===== src/rtl/conv_sched_pkg.sv =====
// rtl/conv_sched_pkg.sv - shared state encoding and defaults for the conversion scheduler
package conv_sched_pkg;

  localparam int CNT_W_DEF      = 16;
  localparam int MIN_PERIOD_DEF = 2;

  localparam logic [2:0] ST_IDLE   = 3'd0;
  localparam logic [2:0] ST_SETTLE = 3'd1;
  localparam logic [2:0] ST_FIRE   = 3'd2;
  localparam logic [2:0] ST_WAIT   = 3'd3;
  localparam logic [2:0] ST_DRAIN  = 3'd4;

  typedef enum logic [2:0] {
    IDLE   = ST_IDLE,
    SETTLE = ST_SETTLE,
    FIRE   = ST_FIRE,
    WAIT   = ST_WAIT,
    DRAIN  = ST_DRAIN
  } state_t;

endpackage


===== src/rtl/conv_sched_timer.sv =====
// rtl/conv_sched_timer.sv - loadable down-counter with zero flag; holds at zero
module conv_sched_timer #(
  parameter int W = 16
) (
  input  logic         clk,
  input  logic         rst,
  input  logic         load,
  input  logic         en,
  input  logic [W-1:0] value,
  output logic         zero
);

  logic [W-1:0] cnt;

  always_ff @(posedge clk or posedge rst) begin
    if (rst) begin
      cnt <= '0;
    end else if (load) begin
      cnt <= value;
    end else if (en && cnt != '0) begin
      cnt <= cnt - W'(1);
    end
  end

  assign zero = (cnt == '0);

endmodule


===== src/rtl/conv_scheduler.sv =====
// rtl/conv_scheduler.sv - burst ADC conversion run controller (AMP_EN, settle, periodic SEQ_START)
// Optional FIFO back-pressure hold enabled by defining CONV_SCHED_FIFO_HOLD_EN.
module conv_scheduler
  import conv_sched_pkg::*;
#(
  parameter int CNT_W      = CNT_W_DEF,
  parameter int MIN_PERIOD = MIN_PERIOD_DEF
) (
  input  logic             BUS_CLK,
  input  logic             BUS_RST,
  input  logic             START,
  input  logic             ABORT,
  input  logic [CNT_W-1:0] CFG_NUM_CONV,
  input  logic [CNT_W-1:0] CFG_PERIOD,
  input  logic [CNT_W-1:0] CFG_SETTLE,
  input  logic             SEQ_BUSY,
  input  logic             FIFO_FULL,
  output logic             SEQ_START,
  output logic             AMP_EN,
  output logic             BUSY,
  output logic             DONE,
  output logic [CNT_W-1:0] CONV_CNT,
  output logic [CNT_W-1:0] OVERRUN_CNT
);

  localparam logic [CNT_W-1:0] ONE   = CNT_W'(1);
  localparam logic [CNT_W-1:0] MIN_P = CNT_W'(MIN_PERIOD);

  state_t           state, next_state;
  logic [CNT_W-1:0] num_sh, per_sh, per_reload;
  logic             accept, ovr_hit, done_next, hold;
  logic             s_load, s_en, s_zero;
  logic             p_load, p_en, p_zero;

  // Period timer is loaded as FIRE is entered, so it reads P-1 during FIRE itself.
  assign per_reload = (per_sh < MIN_P) ? (MIN_P - ONE) : (per_sh - ONE);

`ifdef CONV_SCHED_FIFO_HOLD_EN
  assign hold = FIFO_FULL;
`else
  assign hold = FIFO_FULL & 1'b0;
`endif

  conv_sched_timer #(.W(CNT_W)) u_settle_timer (
    .clk(BUS_CLK), .rst(BUS_RST), .load(s_load), .en(s_en),
    .value(CFG_SETTLE), .zero(s_zero)
  );

  conv_sched_timer #(.W(CNT_W)) u_period_timer (
    .clk(BUS_CLK), .rst(BUS_RST), .load(p_load), .en(p_en),
    .value(per_reload), .zero(p_zero)
  );

  always_comb begin
    next_state = state;
    accept     = 1'b0;
    s_load     = 1'b0;
    s_en       = 1'b0;
    p_load     = 1'b0;
    p_en       = 1'b0;
    ovr_hit    = 1'b0;
    done_next  = 1'b0;
    case (state)
      IDLE: begin
        if (START && !ABORT) begin
          accept     = 1'b1;
          s_load     = 1'b1;
          next_state = SETTLE;
        end
      end
      SETTLE: begin
        if (ABORT) begin
          next_state = DRAIN;
        end else if (s_zero) begin
          p_load     = 1'b1;
          next_state = FIRE;
        end else begin
          s_en = 1'b1;
        end
      end
      FIRE: begin
        p_en = 1'b1;
        if (ABORT || (num_sh != '0 && CONV_CNT == num_sh)) begin
          next_state = DRAIN;
        end else begin
          next_state = WAIT;
        end
      end
      WAIT: begin
        if (ABORT) begin
          next_state = DRAIN;
        end else if (!p_zero) begin
          p_en = 1'b1;
        end else if (hold) begin
          next_state = WAIT;
        end else if (SEQ_BUSY) begin
          ovr_hit = 1'b1;
          p_load  = 1'b1;
        end else begin
          p_load     = 1'b1;
          next_state = FIRE;
        end
      end
      DRAIN: begin
        if (!SEQ_BUSY) begin
          done_next  = 1'b1;
          next_state = IDLE;
        end
      end
      default: next_state = IDLE;
    endcase
  end

  always_ff @(posedge BUS_CLK or posedge BUS_RST) begin
    if (BUS_RST) begin
      state       <= IDLE;
      SEQ_START   <= 1'b0;
      AMP_EN      <= 1'b0;
      BUSY        <= 1'b0;
      DONE        <= 1'b0;
      CONV_CNT    <= '0;
      OVERRUN_CNT <= '0;
      num_sh      <= '0;
      per_sh      <= '0;
    end else begin
      state     <= next_state;
      SEQ_START <= (next_state == FIRE);
      AMP_EN    <= (next_state != IDLE);
      BUSY      <= (next_state != IDLE);
      DONE      <= done_next;
      if (accept) begin
        num_sh      <= CFG_NUM_CONV;
        per_sh      <= CFG_PERIOD;
        CONV_CNT    <= '0;
        OVERRUN_CNT <= '0;
      end else begin
        if (next_state == FIRE) begin
          CONV_CNT <= CONV_CNT + ONE;
        end
        if (ovr_hit && OVERRUN_CNT != '1) begin
          OVERRUN_CNT <= OVERRUN_CNT + ONE;
        end
      end
    end
  end

endmodule

===== config.mk =====
export PLATFORM = sky130hd
export DESIGN_NAME = conv_scheduler
export DESIGN_NICKNAME = d
export VERILOG_FILES = /design/src/rtl/conv_sched_pkg.sv /design/src/rtl/conv_sched_timer.sv /design/src/rtl/conv_scheduler.sv
export SDC_FILE = /design/constraint.sdc
export NUM_CORES = 1
export LEC_CHECK = 0
export BUFFER_PORTS_ARGS = -buffer_cell sky130_fd_sc_hd__buf_2
export CAP_MARGIN = 25
export CORE_MARGIN = 5
export CORE_UTILIZATION = 30
export DETAILED_ROUTE_END_ITERATION = 12
export HOLD_SLACK_MARGIN = 0.12
export PLACE_DENSITY = 0.54
export SLEW_MARGIN = 20
export SYNTH_ARGS = -nofsm -noshare
export SYNTH_HDL_FRONTEND = slang
export SYNTH_SLANG_ARGS = --single-unit

===== constraint.sdc =====
create_clock -name BUS_CLK -period 5.2 [get_ports BUS_CLK]
set_clock_uncertainty 0.05 [all_clocks]
set_input_delay 0.52 -clock BUS_CLK [delete_from_list [all_inputs] [get_ports BUS_CLK]]
set_output_delay 0.52 -clock BUS_CLK [all_outputs]
set_load 0.1 [all_outputs]

=== Yosys cells after proc, flatten, opt, wreduce, memory -nomap -nowiden ===
Index checks and enable logic that the tools add are counted.

* Output and inout port bits: 36
* Input port bits: 54
* Word-level logic and storage cells: 78
* Flip-flop bits (word level): 102

* $lt $le $gt $ge: 1
* Equality and inequality tests: 7
* Reductions and logical operators: 18
* Add/sub/neg operators: 5
* Mux-type cells: 37

{| class="wikitable"
|+ Operators with widths
! kind !! count
|-
| 16-bit 2-to-1 mux || 9
|-
| 16-bit nonzero test || 3
|-
| 16-bit by 1-bit subtractor with 16-bit output (second input constant) || 3
|-
| 16-bit by 1-bit adder with 16-bit output (second input constant) || 2
|-
| 16-bit logical NOT || 2
|-
| 3-bit 2-to-1 mux || 8
|-
| 1-bit 2-to-1 mux || 17
|-
| 16-bit == test || 1
|-
| 16-bit by 2-bit < comparator with 1-bit output (second input constant) || 1
|-
| 16-bit inequality test (second input constant) || 1
|-
| 3-bit one-hot mux with 5 select lines || 1
|-
| 3-bit by 2-bit == test with 1-bit output (second input constant) || 3
|-
| 2-bit nonzero test || 4
|-
| 1-bit logical AND || 5
|-
| 1-bit one-hot mux with 2 select lines || 2
|-
| 3-bit by 1-bit == test with 1-bit output (second input constant) || 1
|-
| 3-bit == test (second input constant) || 1
|-
| 3-bit logical NOT || 1
|-
| 3-bit nonzero test || 1
|-
| 1-bit logical NOT || 1
|-
| 1-bit logical OR || 1
|}

=== Longest topological paths before layout ===
* Word-level depth: 8
* Depth in mapped cells: 10
* Mapped depth without buffers: 8

=== Hierarchy ===
Synthesis repeated with hierarchy kept, for this count alone.

* Cell total of the unflattened synthesis: 698
* Area total of the unflattened synthesis: 5972.0 um2

{| class="wikitable"
|+ Modules (own cells, without submodules)
! module !! area each (um2) !! cells each !! times used !! sequential area each (um2)
|-
| conv_scheduler || 3902.5 || 454 || 1 || 1751.7
|-
| conv_sched_timer || 1034.7 || 122 || 2 || 400.4
|}

=== Least setup slack after synthesis ===
OpenSTA, ideal clock, no wires.

* Path type: register to register
* Start point: reg OVERRUN_CNT[6]
* End point: reg OVERRUN_CNT[3]
* Stages on the path, launching flop included: 8
* Data required time: 5.072 ns
* Library setup time: 0.078 ns
* Buffers on the path: 2
* Clock period less this slack: 2.799 ns
* Arrival: 2.671 ns
* Slack: 2.401 ns
* Cell sequence: dfrtp_1 nand4_1 or3_1 o2111ai_1 clkbuf_1 buf_2 o21ai_0 a21oi_1

* Word-level cells in the longest chain between the ends: 3

{| class="wikitable"
|+ RTL lines
! item !! line !! text
|-
| start, declared || conv_scheduler.sv:23 || <nowiki>output logic [CNT_W-1:0] OVERRUN_CNT</nowiki>
|-
| start signal, assigned || conv_scheduler.sv:141 || <nowiki>OVERRUN_CNT <= OVERRUN_CNT + ONE;</nowiki>
|-
| 16-bit inequality test || conv_scheduler.sv:140 || <nowiki>if (ovr_hit && OVERRUN_CNT != '1) begin</nowiki>
|-
| 1-bit logical AND || conv_scheduler.sv:140 ||
|-
| 2-bit nonzero test (no line) || - ||
|}

No other way between the ends.
A chain may end at the register's enable or synchronous reset.

=== Final worst setup path ===
* Start point: reg u_settle_timer.cnt[0]
* End point: reg u_period_timer.cnt[8]

* Word-level cells in the longest chain between the ends: 5
* Elaborated cells between the ends (all ways): 6
* Classes of those cells: 4 x mux; 2 x reduce/logical

{| class="wikitable"
|+ RTL lines
! item !! line !! text
|-
| start, declared || conv_sched_timer.sv:13 || <nowiki>logic [W-1:0] cnt;</nowiki>
|-
| start signal, assigned || conv_sched_timer.sv:19 || <nowiki>cnt <= value;</nowiki>
|-
| start signal, assigned || conv_sched_timer.sv:21 || <nowiki>cnt <= cnt - W'(1);</nowiki>
|-
| 16-bit logical NOT * || conv_sched_timer.sv:25 || <nowiki>assign zero = (cnt == '0);</nowiki>
|-
| 1-bit 2-to-1 mux * || conv_scheduler.sv:74 || <nowiki>end else if (s_zero) begin</nowiki>
|-
| 1-bit 2-to-1 mux * || conv_scheduler.sv:72 || <nowiki>if (ABORT) begin</nowiki>
|-
| 1-bit one-hot mux with 2 select lines * || conv_scheduler.sv:63 || <nowiki>case (state)</nowiki>
|-
| 16-bit 2-to-1 mux / 2-bit nonzero test (equally long branches) || - ||
|-
| end signal, assigned || conv_sched_timer.sv:19 ||
|-
| end signal, assigned || conv_sched_timer.sv:21 ||
|-
| end, declared || conv_sched_timer.sv:13 ||
|}

Mark *: on every way between the ends. The rest lies on a longest branch, timed or not.

==> results.yml <==
critical_path:
  worst_setup_path_start_kind: "register"
  crit_path_end_kind: "register"
  cp.arrival_ps: 3240
  critPathMaxFanout: 30
  worstSetupPathType: "register to register"
  reg2reg_depth: 7
  required_ps: 5380
yosys:
  synth.distinct_cells: 55
  syn-instance-count: 654
  yosysWarnings: 0
  synth_area_per_cell_sq_um: 8.843
  synth_async_sr_flop_share_pct: 100.0
  seq_area_frac_synth_pct: 44.14
  synth_commonest_cells: "nand2_1, dfrtp_1, o21ai_0, nand3_1, xnor2_1"
  synth_area_sq_um: 5783
  synth_edf_count: 0
  yosysMostFrequentCell: "nand2_1"
  synth_top_cell_by_area: "dfrtp_1"
  synth_top_flop_cell: "dfrtp_1"
  synthDominantCellAreaShare_pct: 44.14
  synth_seq_cells: 102
  synthesis.nets: 714
  synth_area_leaders: "dfrtp_1, nand2_1, xnor2_1"
power_and_ir_drop:
  ir_drop_mv: 0.1802
  p_leak_nw: 2.933
  power_mw: 2.624
  p_per_area_nw_per_um2: 386.0
clocking:
  cts_tree: "built"
  cts_buffers: 9
  cts_setup_buffers: 0
  post_cts_resized: 0
  clock_latency_ps: 360
  tritoncts_num_sinks: 102
  htreeDepth: 3
  cts-root-buf: "clkbuf_16"
  cts_hold_buf: 0
  clk_transition_reported_paths_ps: 70
  cts_buffer_depth: 2
floorplan:
  core_area_sq_um: 18830
  start_util_pct: 30.71
  die_area_sq_um: 22150
  die_w_um: 148.8
  die_h_um: 148.8
  rows: 50
  boundaryPins: 90
timing:
  period_needed_ps: 3062
  finalHoldWorstSlack_ps: 232.9
  final-hold-violation-count: 0
  timing.final.crit_share_pct: 58.88
  tightestPinTransition_ps: 969.2
  fmax_ghz: 0.3266
  slew_violations: 0
  maxSlewHeadroom_pct: 35.39
  rsz0062_at_grt: "no"
  finalSetupViolations: 0
  tns_ps: 0
finish:
  multi_input_area_sq_um: 3039
  syn_to_final_growth_pct: 17.57
  regArea_sq_um: 2552
  layout-drive-gt1-share_pct: 17.83
  fill_cells: 1948
  num_antenna_cells: 0
  layout.nets: 784
grt:
  grt.total_usage_pct: 13.60
  grt_max_degree: 73
  grt_overflow: 0
  antenna_found_initial: 0
  grt_pass1_vias: 4796
  grt_pass1_wl_um: 24590
drt:
  postRouteWirelength_um: 14640
  detail-route-antenna-nets: 0
  vias: 4964
  drtPass1Iterations: 4
  routedWlPerCell_um: 14.80
  via_per_inst: 5.019
  drc: 0
  drt-initial-drc-count: 274
hold_path:
  hold_path_class: "input port to async pin"
run_status:
  status: "finished, final reports clean"
placement:
  io_buffers: 88
  gp_congestion: 0.7843
  dp_hpwl_um: 10330
flow_run:
  cap_violations: 0
## routing by layer
metal	part of all wire, %	track usage [%]	vias to the layer above
met5	0	0	-
met4	0.93	2.838	0
met3	4.0	3.464	11
met2	45	21.28	104
met1	50	19.12	2361
li1	-	-	2488
## stage by stage
stage | utilization [%] | setup slack (ps) | cells | instance area, sq um
floorplan | - | 1955 | 654 | 5783
global placement | 34.23 | 2131 | 972 | 6446
detailed placement | 34.23 | 2115 | 972 | 6446
CTS | 36.00 | 2113 | 988 | 6779
global route | 36.11 | 1866 | 989 | 6799
finish | 36.11 | 2138 | 989 | 6799
## area by class of cell
cell class,count,share of cell area [%]
Clock buffer,10,3.515
Clock inverter,6,1.380
Inverter,15,0.8649
Multi-Input combinational cell,503,44.70
Sequential cell,102,37.54
Tap cell,260,4.785
Timing Repair Buffer,93,7.214
## path summary, 6_finish.rpt
kind | to | startpoint | slack [ps]
worst max-delay path | u_period_timer.cnt[8] | u_settle_timer.cnt[0] | 2140
min in group BUS_CLK | per_sh[12] | CFG_PERIOD[12] | 300
worst min-delay path | OVERRUN_CNT[4] | BUS_RST | 230
max in group asynchronous | num_sh[4] | BUS_RST | 3760
worst min register to register | u_period_timer.cnt[7] | u_period_timer.cnt[7] | 470
worst max register to register | u_period_timer.cnt[8] | u_settle_timer.cnt[0] | 2140
## sequential cells by signal (all words and copies together), names as in the netlist
signal              count
DONE                    1
OVERRUN_CNT            16
u_period_timer.cnt     16
state                   3
SEQ_START               1
per_sh                 16
u_settle_timer.cnt     16
num_sh                 16
CONV_CNT               16
BUSY                    1
## critical path: stages, from the launching register on
cell and delay (ps):
dfrtp_1 380, inv_1 90, ha_1 260, or4b_4 530
nor4_4 400, a22o_1 810, a21boi_0 340, a211oi_1 80
## cell families (layout without fill, tap and decap cells)
logic type	after synthesis	after routing	share of synthesized area [%]
muxes	4	4	0.7140
DFF	102	102	44.14
buffers and inverters	49	124	3.527
AOI/OAI and AO/OA	107	107	11.60
adders and majority gates	6	6	1.298
xor gates and xnor gates	56	56	8.481
and+or+nand+nor	330	330	30.25
## placed cells by master, fill, tap and decap left out, types with 13 or more instances in the layout
cell type / count
a21oi_1: 23
buf_2: 88
dfrtp_1: 102
inv_1: 14
nand2_1: 137
nand3_1: 34
nand4_1: 20
nor2_1: 23
nor3_1: 19
nor4_1: 15
o21ai_0: 44
o31ai_1: 13
or3_1: 14
or4_1: 18
xnor2_1: 30
xor2_1: 26
## power breakdown
part / switching [mW] / internal, mW
Combinational: 0.440 / 0.271
Clock: 0.317 / 0.438
Sequential: 0.198 / 0.959
Total: 0.956 / 1.67
Note: power is estimated with default switching activity, not from simulation.
